<file path="src/rtl/par_gen_pkg.sv">
// Shared constants and helpers for the par_gen parity generator.
//   EVEN / ODD  : parity-sense selectors for the par_xor3 'odd' input.
//   ERR_CNT_W   : width of the saturating mismatch counter.
//   parity3()   : XOR reduction of three bits (even-parity bit).
package par_gen_pkg;

  localparam logic EVEN = 1'b0;
  localparam logic ODD  = 1'b1;

  localparam int unsigned ERR_CNT_W = 8;

  // Even-parity bit over three inputs; invert externally for odd parity.
  function automatic logic parity3(input logic a, input logic b, input logic c);
    return a ^ b ^ c;
  endfunction

endpackage

</file>
<file path="src/rtl/par_xor3.sv">
// Combinational parity / population-count leaf for par_gen.
// Ports:
//   a, b, c  in   data triple, a is the MSB
//   odd      in   1 selects odd parity, 0 selects even parity
//   par      out  parity bit over {a,b,c} in the selected sense
//   ones     out  number of set bits in {a,b,c}, 0..3
module par_xor3
  import par_gen_pkg::*;
(
  input  logic       a,
  input  logic       b,
  input  logic       c,
  input  logic       odd,
  output logic       par,
  output logic [1:0] ones
);

  always_comb begin
    par  = parity3(a, b, c) ^ odd;
    ones = {1'b0, a} + {1'b0, b} + {1'b0, c};
  end

endmodule

</file>
<file path="src/rtl/par_gen.sv">
// Registered 3-input parity generator with ones count, one-cycle latency.
// Ports:
//   clk        in   rising-edge clock
//   rst_n      in   asynchronous active-low reset, clears all outputs
//   a, b, c    in   data triple (a is the MSB), sampled when in_valid=1
//   in_valid   in   qualifies a/b/c on this cycle
//   pout       out  registered parity bit (even unless ODD_PARITY=1)
//   ones       out  registered count of ones in the last sampled triple
//   out_valid  out  pout/ones belong to the triple sampled on the previous edge
// Optional (macro PAR_GEN_CHECK_EN defined):
//   p_in       in   received parity bit to compare against the computed one
//   err        out  registered mismatch flag, aligned with out_valid
//   err_cnt    out  saturating mismatch counter
module par_gen
  import par_gen_pkg::*;
#(
  parameter bit ODD_PARITY = 1'b0
) (
  input  logic                 clk,
  input  logic                 rst_n,
  input  logic                 a,
  input  logic                 b,
  input  logic                 c,
  input  logic                 in_valid,
`ifdef PAR_GEN_CHECK_EN
  input  logic                 p_in,
  output logic                 err,
  output logic [ERR_CNT_W-1:0] err_cnt,
`endif
  output logic                 pout,
  output logic [1:0]           ones,
  output logic                 out_valid
);

  logic       par;
  logic [1:0] ones_cnt;

  par_xor3 u_par_xor3 (
    .a    (a),
    .b    (b),
    .c    (c),
    .odd  (ODD_PARITY ? ODD : EVEN),
    .par  (par),
    .ones (ones_cnt)
  );

  logic       pout_d, pout_q;
  logic [1:0] ones_d, ones_q;
  logic       valid_d, valid_q;

  // Data registers load only on a valid sample, so X on a/b/c while idle never
  // reaches the outputs.
  always_comb begin
    pout_d  = pout_q;
    ones_d  = ones_q;
    valid_d = in_valid;
    if (in_valid) begin
      pout_d = par;
      ones_d = ones_cnt;
    end
  end

  always_ff @(posedge clk or negedge rst_n) begin
    if (!rst_n) begin
      pout_q  <= 1'b0;
      ones_q  <= 2'd0;
      valid_q <= 1'b0;
    end else begin
      pout_q  <= pout_d;
      ones_q  <= ones_d;
      valid_q <= valid_d;
    end
  end

  assign pout      = pout_q;
  assign ones      = ones_q;
  assign out_valid = valid_q;

`ifdef PAR_GEN_CHECK_EN
  logic                 err_d, err_q;
  logic [ERR_CNT_W-1:0] err_cnt_d, err_cnt_q;

  // err is a per-sample flag (cleared on idle cycles); err_cnt accumulates and
  // sticks at all-ones.
  always_comb begin
    err_d     = 1'b0;
    err_cnt_d = err_cnt_q;
    if (in_valid) begin
      err_d = (p_in != par);
      if (err_d && (err_cnt_q != {ERR_CNT_W{1'b1}})) begin
        err_cnt_d = err_cnt_q + 1'b1;
      end
    end
  end

  always_ff @(posedge clk or negedge rst_n) begin
    if (!rst_n) begin
      err_q     <= 1'b0;
      err_cnt_q <= '0;
    end else begin
      err_q     <= err_d;
      err_cnt_q <= err_cnt_d;
    end
  end

  assign err     = err_q;
  assign err_cnt = err_cnt_q;
`endif

endmodule

</file>
<file path="config.mk">
export PLATFORM = sky130hd
export DESIGN_NAME = par_gen
export DESIGN_NICKNAME = d
export VERILOG_FILES = /design/src/rtl/par_gen_pkg.sv /design/src/rtl/par_xor3.sv /design/src/rtl/par_gen.sv
export SDC_FILE = /design/constraint.sdc
export NUM_CORES = 1
export LEC_CHECK = 0
export ABC_AREA = 1
export CAP_MARGIN = 20
export CORE_AREA = 3 3 40 42
export DETAILED_ROUTE_END_ITERATION = 16
export DIE_AREA = 0 0 43 45
export PLACE_DENSITY_LB_ADDON = 0.2
export SETUP_SLACK_MARGIN = 0.05
export SKIP_CTS_REPAIR_TIMING = 1
export SLEW_MARGIN = 5
export SYNTH_ARGS = -nofsm -noshare
export SYNTH_HDL_FRONTEND = slang
export SYNTH_SLANG_ARGS = --single-unit
</file>
<file path="constraint.sdc">
create_clock -name clk -period 1.1 [get_ports clk]
set_input_delay 0.165 -clock clk [delete_from_list [all_inputs] [get_ports clk]]
set_output_delay 0.165 -clock clk [all_outputs]
set_load 0.03 [all_outputs]
</file>
# After elaboration in Yosys (flattened, before gate mapping)
# Index checks and enable logic that the tools add are counted.
# word_totals
regBits	4
in_bits	6
output_inout_bits	4
elab_cells	7
# op_classes
addsub	2
n_bitwise	2
# op_table
operator	n
$add 1x1->2	1
$add 2x1->2	1
$xor 1x1->1	2

# Logic depth before layout (Yosys ltp)
# logic_depth
depth_word	2
ltp_mapped	3
ltp_nobuf	3

# Cells and area by module
# A second synthesis with hierarchy kept.
# unflattened
cells_unflattened	21
area_unflattened_um2	180.2
# by_module_without_submodules
mod	n_inst	cells_each	area_each_um2	seq_area_each_um2
par_gen	1	15	141.4	100.1
par_xor3	1	6	38.8	0.0

# Worst setup path before layout
# Ideal clock, no wire load.
# synth_path
kind	flip-flop to output port
startpoint	reg ones_q[0], in the netlist ones[0]
endpoint	out ones[0]
arrival_time_ps	721
t_required_ps	935
slack_ps	214
stages_incl_launch_ff	2
path_buffers	1
cell_sequence	dfrtp_1 -> buf_4
# synth_lines
item	line_no	text
start, declared	par_gen.sv:48	logic [1:0] ones_d, ones_q;
start signal, assigned	par_gen.sv:70	ones_q <= ones_d;
end, declared	par_gen.sv:31	output logic [1:0] ones,
# No word-level cell between the ends.

# Worst setup path after layout
# layout_path
startpoint	in b
endpoint	reg ones_q[0], in the netlist ones[0]
# layout_via
elab_chain_cells	2
# layout_rtl
item	line_no	text
start, declared	par_gen.sv:22	input logic b,
$add 1x1->2	par_xor3.sv:20	ones = {1'b0, a} + {1'b0, b} + {1'b0, c};
$add 2x1->2	par_xor3.sv:20	
named net ones_cnt[0]	par_gen.sv:36	logic [1:0] ones_cnt;
# The timed path passes the listed nets, and every way through them passes these cells.
# A chain may end at the register's enable or synchronous reset.

==> results.sh <==
export IMPL_outcome="completed"
export IMPL_yosys_warnings=0
export IMPL_layout_setup_ws_ns=0.0597
export IMPL_dr_total_vias=118
export IMPL_std_cell_rows=13
export IMPL_clock_latency_ns=0.23
export IMPL_gp_congestion=0.650
export IMPL_worst_setup_path_type="in2reg"
export IMPL_drc=0
export IMPL_synth_cell_types=5
export IMPL_drt_total_wl_um=297
export IMPL_synthCells=12
export IMPL_p_leak_nw=0.138
export IMPL_overflow=0
export IMPL_synth_area_per_cell_um2=10.7
export IMPL_required_ns=1.22
export IMPL_synth_nets=19
export IMPL_cts_sinks=3
export IMPL_antenna_found_initial=0
export IMPL_chipHeight_um=45
export IMPL_diodes=0
export IMPL_worst_slew_margin_rel_pct=91.2
export IMPL_clk_pin_slew_ns=0.04
export IMPL_slowest_delay_ns=0.47
export IMPL_coreArea_um2=1280
export IMPL_area_growth_syn_to_layout_pct=95.1
export IMPL_globalRouteTotalUtil_pct=5.02
export IMPL_cp_common_cell="nand2_1"
export IMPL_cp_top_family="buffers and inverters"
export IMPL_max_freq_mhz=961
export IMPL_dpl_cell_count=35
export IMPL_layout_nets=32
export IMPL_clk_path_buf_depth=2
export IMPL_htree_levels=1
export IMPL_power_density_nw_per_um2=1670
export IMPL_cpMaxStageDelayCell="clkdlybuf4s50_1"
export IMPL_cts_buffers=3
export IMPL_critPathBufInv=1
export IMPL_dp_hpwl_um=231
export IMPL_multi_input_area_um2=42.5
export IMPL_report_final_slew_viol_count=0
export IMPL_viasPerCell=3.03
export IMPL_skew_ns=0
export IMPL_netlist_area_um2=129
export IMPL_grt_pass1_vias=132
export IMPL_hold_path_class="in2async"
export IMPL_maxCapViolCount=0
export IMPL_fin_setup_tns_ns=0
export IMPL_total_power_uw=420
export IMPL_crit_path_end_kind="flop"
export IMPL_synth_seq_cells=3
export IMPL_fillers=142
export IMPL_layout_drive_gt1_share_pct=29.2
export IMPL_design_area_um2=251
export IMPL_grt_pass1_wl_um=510
export IMPL_yosysSeqAreaShare_pct=58.3
export IMPL_setup_viol=0
export IMPL_die_area_um2=1940
export IMPL_fin_crit_ns=1.04
export IMPL_final_cells=39
export IMPL_whs_ns=0.112
export IMPL_io_pins=10
export IMPL_cts_tree="done"
export IMPL_pre_cts_ws_ns=-0.204
export IMPL_crit_path_start_kind="input port"
export IMPL_tightest_slew_ns=0.132
export IMPL_rsz0062_at_grt="false"
export IMPL_final_core_util_pct=19.6
export IMPL_drt_first_pass_iters=1
export IMPL_hold_viol=0
export IMPL_regArea_um2=75.1
export IMPL_placed_area_um2=220
export IMPL_path_max_fanout=1
export IMPL_drtIter0Drc=0
export IMPL_vdd_drop_max_mv=0.353
export IMPL_wl_per_cell_um=7.62
export IMPL_grt_max_degree=5
export IMPL_ant_nets=0
export IMPL_start_util_pct=10.0
export IMPL_io_buffer_count=9
export IMPL_cp_cell_sequence="clkdlybuf4s50_1 > fa_1 > nand2_1 > nand2_1"
export IMPL_root_buffer="clkbuf_4"
export IMPL_die_w_um=43
export IMPL_fin_crit_sh_pct=94.6
export IMPL_cp_arrival_ns=1.16
==> synthesized netlist by cell type <==
master	instances	area (µm²)
buf_4	1	7.51
dfrtp_1	3	75.1
fa_1	1	20.0
inv_1	1	3.75
nand2_1	6	22.5
==> sequential cells by signal, summed over array words and instances, names as in the netlist <==
register	cells
out_valid	1
ones	2
==> cell type report <==
type	instances	area share (%)
well taps	15	7.46
inverters	1	1.49
repair buffers	9	33.8
flip-flops and latches	3	29.9
multi-input cells	7	16.9
clock buffers	4	10.4
==> per-layer routing <==
layer  global-route usage, %  share of wire (%)
met5                       0                  0
met4                    7.23                  0
met3                    8.37                 27
met2                    4.49                 31
met1                    2.93                 42
==> worst paths after layout <==
check | slack, ns | end | cells past startpoint | start
max reg2reg | 0.49 | ones[0] | 2 | ones[0]
min in group clk | 0.34 | ones[0] | 4 | c
max in group asynchronous | 0.85 | ones[1] | 1 | rst_n
min reg2reg | 0.47 | ones[1] | 2 | ones[1]
min | 0.11 | out_valid | 1 | rst_n
max | 0.06 | ones[0] | 4 | b
==> layout by cell type, fill, tap and decap left out <==
master	n
buf_4	4
clkbuf_1	1
clkbuf_4	3
clkdlybuf4s50_1	3
dfrtp_1	3
dlymetal6s2s_1	2
fa_1	1
inv_1	1
nand2_1	6
==> logic make-up after synthesis <==
kind of cell	share of synthesized area [%]
AND/OR/NAND/NOR	17.5
flip-flops	58.3
buffers and inverters	8.74
adder cells (fa/ha/maj)	15.5
==> where the power goes <==
group	switching (mW)	internal, mW	total [mW]
Clock	0.0559	0.136	0.192
Combinational	0.0558	0.0431	0.0989
Sequential	0.00688	0.122	0.129
Total	0.119	0.301	0.420
No activity file was read; power rests on OpenSTA's default activity.
